==> src/rtl/ctrl_seq.sv <==
// Microcoded-style control sequencer: a six-state one-hot ring counter (T1..T6) plus
// a halt latch; the 30-bit control word is decoded combinationally from T-state, opcode and flags.
module ctrl_seq (
    input  logic        clk,
    input  logic        clr,
    input  logic [7:0]  ins,
    input  logic        am,
    input  logic        az,
    input  logic        xm,
    input  logic        xz,
    output logic [29:0] con,
    output logic [5:0]  t,
    output logic        hlt
);

    localparam int LP  = 29;
    localparam int CP  = 28;
    localparam int EP  = 27;
    localparam int LS  = 26;
    localparam int CS  = 25;
    localparam int ES  = 24;
    localparam int LM  = 23;
    localparam int WE  = 22;
    localparam int CE  = 21;
    localparam int LD  = 20;
    localparam int ED  = 19;
    localparam int LI  = 18;
    localparam int EI  = 17;
    localparam int LN  = 16;
    localparam int EN  = 15;
    localparam int LA  = 14;
    localparam int EA  = 13;
    localparam int S3  = 12;
    localparam int S2  = 11;
    localparam int S1  = 10;
    localparam int S0  = 9;
    localparam int M   = 8;
    localparam int CI  = 7;
    localparam int EU  = 6;
    localparam int LB  = 5;
    localparam int LX  = 4;
    localparam int INX = 3;
    localparam int DEX = 2;
    localparam int EX  = 1;
    localparam int LO  = 0;

    localparam logic [5:0] T1 = 6'b000001;
    localparam logic [5:0] T2 = 6'b000010;
    localparam logic [5:0] T3 = 6'b000100;
    localparam logic [5:0] T4 = 6'b001000;
    localparam logic [5:0] T5 = 6'b010000;
    localparam logic [5:0] T6 = 6'b100000;

    localparam logic [3:0] OP_NOP  = 4'h0;
    localparam logic [3:0] OP_LDA  = 4'h1;
    localparam logic [3:0] OP_STA  = 4'h2;
    localparam logic [3:0] OP_ADD  = 4'h3;
    localparam logic [3:0] OP_SUB  = 4'h4;
    localparam logic [3:0] OP_JMP  = 4'h5;
    localparam logic [3:0] OP_JAM  = 4'h6;
    localparam logic [3:0] OP_JAZ  = 4'h7;
    localparam logic [3:0] OP_JXM  = 4'h8;
    localparam logic [3:0] OP_JXZ  = 4'h9;
    localparam logic [3:0] OP_IN   = 4'hA;
    localparam logic [3:0] OP_OUT  = 4'hB;
    localparam logic [3:0] OP_INX  = 4'hC;
    localparam logic [3:0] OP_CALL = 4'hD;
    localparam logic [3:0] OP_RET  = 4'hE;
    localparam logic [3:0] OP_HLT  = 4'hF;

    logic [3:0] op;
    logic [5:0] t_next;
    logic       hlt_next;
    logic       t_ok;
    logic       unused_ins;

    assign op         = ins[7:4];
    assign unused_ins = ^ins[3:0];

    // Exactly one bit set: nonzero and clearing the lowest set bit leaves nothing.
    assign t_ok = (t != 6'b0) && ((t & (t - 6'd1)) == 6'b0);

    always_ff @(posedge clk or posedge clr) begin
        if (clr) begin
            t   <= T1;
            hlt <= 1'b0;
        end else begin
            t   <= t_next;
            hlt <= hlt_next;
        end
    end

    // The if-form keeps an unknown opcode from setting hlt (and thus freezing t) in simulation.
    always_comb begin
        t_next   = T1;
        hlt_next = hlt;
        if (!t_ok) begin
            t_next = T1;
        end else if (hlt) begin
            t_next = t;
        end else begin
            t_next = {t[4:0], t[5]};
            if ((t == T4) && (op == OP_HLT)) begin
                hlt_next = 1'b1;
            end
        end
    end

    always_comb begin
        con = 30'b0;
        if (!hlt) begin
            case (t)
                T1: begin
                    con[EP] = 1'b1;
                    con[LM] = 1'b1;
                end
                T2: con[CP] = 1'b1;
                T3: begin
                    con[CE] = 1'b1;
                    con[LI] = 1'b1;
                end
                T4: begin
                    case (op)
                        OP_LDA, OP_STA, OP_ADD, OP_SUB: begin
                            con[EI] = 1'b1;
                            con[LM] = 1'b1;
                        end
                        OP_JMP: begin
                            con[EI] = 1'b1;
                            con[LP] = 1'b1;
                        end
                        OP_JAM: begin
                            con[EI] = am;
                            con[LP] = am;
                        end
                        OP_JAZ: begin
                            con[EI] = az;
                            con[LP] = az;
                        end
                        OP_JXM: begin
                            con[EI] = xm;
                            con[LP] = xm;
                        end
                        OP_JXZ: begin
                            con[EI] = xz;
                            con[LP] = xz;
                        end
                        OP_IN: begin
                            con[EN] = 1'b1;
                            con[LA] = 1'b1;
                        end
                        OP_OUT: begin
                            con[EA] = 1'b1;
                            con[LO] = 1'b1;
                        end
                        OP_INX: con[INX] = 1'b1;
                        OP_CALL: begin
                            con[EP] = 1'b1;
                            con[LS] = 1'b1;
                        end
                        OP_RET: begin
                            con[ES] = 1'b1;
                            con[LP] = 1'b1;
                        end
                        default: ;
                    endcase
                end
                T5: begin
                    case (op)
                        OP_LDA: begin
                            con[CE] = 1'b1;
                            con[LA] = 1'b1;
                        end
                        OP_STA: begin
                            con[EA] = 1'b1;
                            con[LD] = 1'b1;
                        end
                        OP_ADD, OP_SUB: begin
                            con[CE] = 1'b1;
                            con[LB] = 1'b1;
                        end
                        OP_CALL: begin
                            con[EI] = 1'b1;
                            con[LP] = 1'b1;
                        end
                        default: ;
                    endcase
                end
                T6: begin
                    case (op)
                        OP_STA: con[WE] = 1'b1;
                        // ALU function select: 1001 is A plus B, 0110 with carry-in is A minus B.
                        OP_ADD: begin
                            con[EU] = 1'b1;
                            con[LA] = 1'b1;
                            con[S3] = 1'b1;
                            con[S0] = 1'b1;
                        end
                        OP_SUB: begin
                            con[EU] = 1'b1;
                            con[LA] = 1'b1;
                            con[S2] = 1'b1;
                            con[S1] = 1'b1;
                            con[CI] = 1'b1;
                        end
                        default: ;
                    endcase
                end
                default: ;
            endcase
        end
    end

endmodule

==> config.mk <==
export PLATFORM = sky130hd
export DESIGN_NAME = ctrl_seq
export DESIGN_NICKNAME = d
export VERILOG_FILES = /design/src/rtl/ctrl_seq.sv
export SDC_FILE = /design/constraint.sdc
export NUM_CORES = 1
export LEC_CHECK = 0
export ABC_CLOCK_PERIOD_IN_PS = 3800
export CELL_PAD_IN_SITES_DETAIL_PLACEMENT = 0
export CELL_PAD_IN_SITES_GLOBAL_PLACEMENT = 1
export CORE_ASPECT_RATIO = 1.1
export CORE_MARGIN = 2
export CORE_UTILIZATION = 29
export DETAILED_ROUTE_END_ITERATION = 6
export PLACE_DENSITY_LB_ADDON = 0.12
export SETUP_SLACK_MARGIN = 0.2
export SYNTH_ARGS = -nofsm -noshare
export SYNTH_HDL_FRONTEND = slang
export SYNTH_SLANG_ARGS = --single-unit
export TNS_END_PERCENT = 5
==> constraint.sdc <==
create_clock -name clk -period 3.8 [get_ports clk]
set_input_delay 0.95 -clock clk [delete_from_list [all_inputs] [get_ports clk]]
set_output_delay 0.95 -clock clk [all_outputs]
set_load 0.01 [all_outputs]
==> reports/metrics.yaml <==
synthesis:
  synth_most_common_cell: "nor2_1"
  ys_seq_elements: 7
  synth_ff_type: "dfrtp_1"
  syn_inst: 132
  yosys.cell_types.count: 48
  syn-mean-instance-area_sq_um: 7.574
  synth_seq_area_share_pct: 17.65
  synth_warnings: 0
  synth_largest_area_cell: "dfrtp_1"
  synthTopCellsByCount: "nor2_1, buf_4, nor3_1"
  synth_top_cell_area_share_pct: 15.02
  synthTopCellsByArea: "dfrtp_1, buf_4, nor2_1"
  synth-edff-count: 0
  syn_area_sq_um: 999.7
  ys_async_sr_fraction_pct: 100.0
sta:
  rsz0062_at_grt: "yes"
  finalMaxSlewViolations: 0
  finalCritPeriodShare_pct: 94.75
  setup_tns_ns: 0
  fmaxAchievable_ghz: 0.2777
  whs_ns: 0.7392
  min_period_ns: 3.600
  worst_slack_ns: 0.1995
  clock_skew_ns: 0.002753
  hold_viol_final: 0
  setup_viol: 0
finish:
  syn_to_final_growth_pct: 47.43
  drive_above_1_share_pct: 20.00
  n_antenna_cell: 0
  finalNetCount: 190
  instances_no_fill: 223
clock_tree:
  clk_latency_ns: 0.25
  cts_num_sinks: 7
  cts_buffers: 3
  clkTransAtPathRegs_ns: 0.05
  htree_levels: 1
  root_buffer: "clkbuf_4"
  cts_buffer_depth: 2
  post_cts_buffers: 0
  cts_hold_buffers: 0
  cts_tree: "built"
placed_design:
  place_hpwl_um: 2253
  dpl_worst_slack_ns: -0.1635
  place_inst: 219
  gp_congestion: 0.7479
  portBuffers: 39
power:
  switching_share_pct: 46.10
  clock_power_share_pct: 9.7
  combPwrFrac_pct: 63.4
  p_seq_share_pct: 27.0
  p_leak_nw: 0.6165
  p_sw_uw: 317.0
  ir_worst_vdd_uv: 360.8
  p_int_uw: 370.7
  finalPower_uw: 687.7
  power_density_nw_per_um2: 466.6
detailed_routing:
  vias: 1115
  drc_errors: 0
  dr.first_iter.drc_count: 55
  viasPerCell: 5.000
  wire_per_inst_um: 13.03
  ant_nets: 0
  routed_wl_um: 2905
  first_pass_iters: 4
floorplanning:
  initial_core_util_pct: 30.02
  die_w_um: 59.98
  die_area_sq_um: 3933
  num_rows: 22
  top_level_ports: 51
  core_area_sq_um: 3331
  fp.dieH_um: 65.58
worst_setup_path:
  path_buf_inv: 3
  required_ns: 2.85
  slowest_delay_ns: 0.51
  cp.arrival_ns: 2.65
  critPathLaunchType: "input pin"
  cpMaxStageDelayCell: "or4_1"
  path_cells: "clkdlybuf4s50_1 > inv_1 > or4_1 > a211o_1 > o311ai_1 > clkdlybuf4s15_1"
  end_kind: "output pin"
  cp_max_fo: 3
  worstSetupPathType: "input pin to output pin"
  crit_family: "buffers and inverters"
grt:
  grt_pass1_vias: 1016
  grtUsageTotal_pct: 15.67
  antenna_found_initial: 0
  grt_max_degree: 20
  grt_first_pass_wirelength_um: 4836
  grt-ovfl-total: 0
min_path:
  hp-class: "register to register"
job:
  maxCapViolations: 0
run_status:
  status: "finished, final reports clean"
[worst reg2reg max path, cell delays in order, from the launching register on]
cell	delay, ns
dfrtp_1	0.55
nor4_2	0.43
nand3b_1	0.29
mux2i_1	0.24
a21oi_1	0.08
[metal layers]
layer | track usage [%] | wire length [um] | share of wire, % | vias to the layer above
li1 | - | - | - | 553
met1 | 20.36 | 1306 | 45 | 518
met2 | 27.31 | 1433 | 49 | 42
met3 | 1.181 | 149 | 5.1 | 2
met4 | 4.167 | 16 | 0.55 | 0
met5 | 0 | 0 | 0 | -
[registers in the layout, summed over array words and instances, names as in the netlist]
name and count:
hlt 1, t 6
[layout make-up]
class / count / area [sq um]
Clock buffer: 4 / 26.28
Tap cell: 48 / 60.06
Fill cell: 365 / 1857
Inverter: 2 / 7.507
Sequential cell: 7 / 176.4
Multi-Input combinational cell: 107 / 704.4
Timing Repair Buffer: 55 / 499.2
[per-stage QoR]
step           cell area [sq um]  util (%)
3_3_place_gp                1454     43.65
6_report                    1474     44.25
5_1_grt                     1474     44.25
2_1_floorplan               1022         -
4_1_cts                     1471     44.18
3_5_place_dp                1454     43.65
[repair_timing]
action	CTS	global route
gates resized for setup	16	1
endpoints found under the hold margin	0	0
endpoints found under the setup margin	19	11
[cell families after synthesis]
logic type,share of synthesized area (%)
AO/OA/AOI/OAI,18.15
AND/OR/NAND/NOR,40.68
multiplexers,7.634
XOR/XNOR,0.8763
other,0.3751
buffers and inverters,14.64
flip-flops,17.65
[path summary, 6_finish.rpt]
check,end,start,cells past startpoint,slack (ns)
hold / removal,hlt$_DFFE_PP0P_,hlt$_DFFE_PP0P_,2,0.74
setup reg to reg,t[0]$_DFFE_PP1P_,t[2]$_DFFE_PP0P_,4,2.14
min in group asynchronous,t[2]$_DFFE_PP0P_,clr,2,0.91
max in group asynchronous,t[0]$_DFFE_PP1P_,clr,2,2.63
hold reg to reg,hlt$_DFFE_PP0P_,hlt$_DFFE_PP0P_,2,0.74
setup / recovery,con[17],ins[7],6,0.20
[power groups by stage]
stage | registers [mW] | clock network [mW] | logic (mW)
2_1_floorplan | 0.138 | 0 | 0.328
3_3_place_gp | 0.185 | 0 | 0.436
3_5_place_dp | 0.186 | 0 | 0.442
4_1_cts | 0.185 | 0.0685 | 0.442
5_1_grt | 0.195 | 0.0750 | 0.478
6_report | 0.185 | 0.0665 | 0.436
[layout by cell type, fill, tap and decap left out, drive strengths merged, types with 4 or more instances in the layout]
master,instances
clkdlybuf4s50,25
nor2,16
buf,16
dlygate4sd2,11
nor3,8
conb,7
nand2,6
nand3,6
dfrtp,6
nor4,6
mux2,5
nand2b,5
a21oi,4
or3,4
o211ai,4
o21ai,4
clkbuf,4
Note: power is estimated with default switching activity, not from simulation.
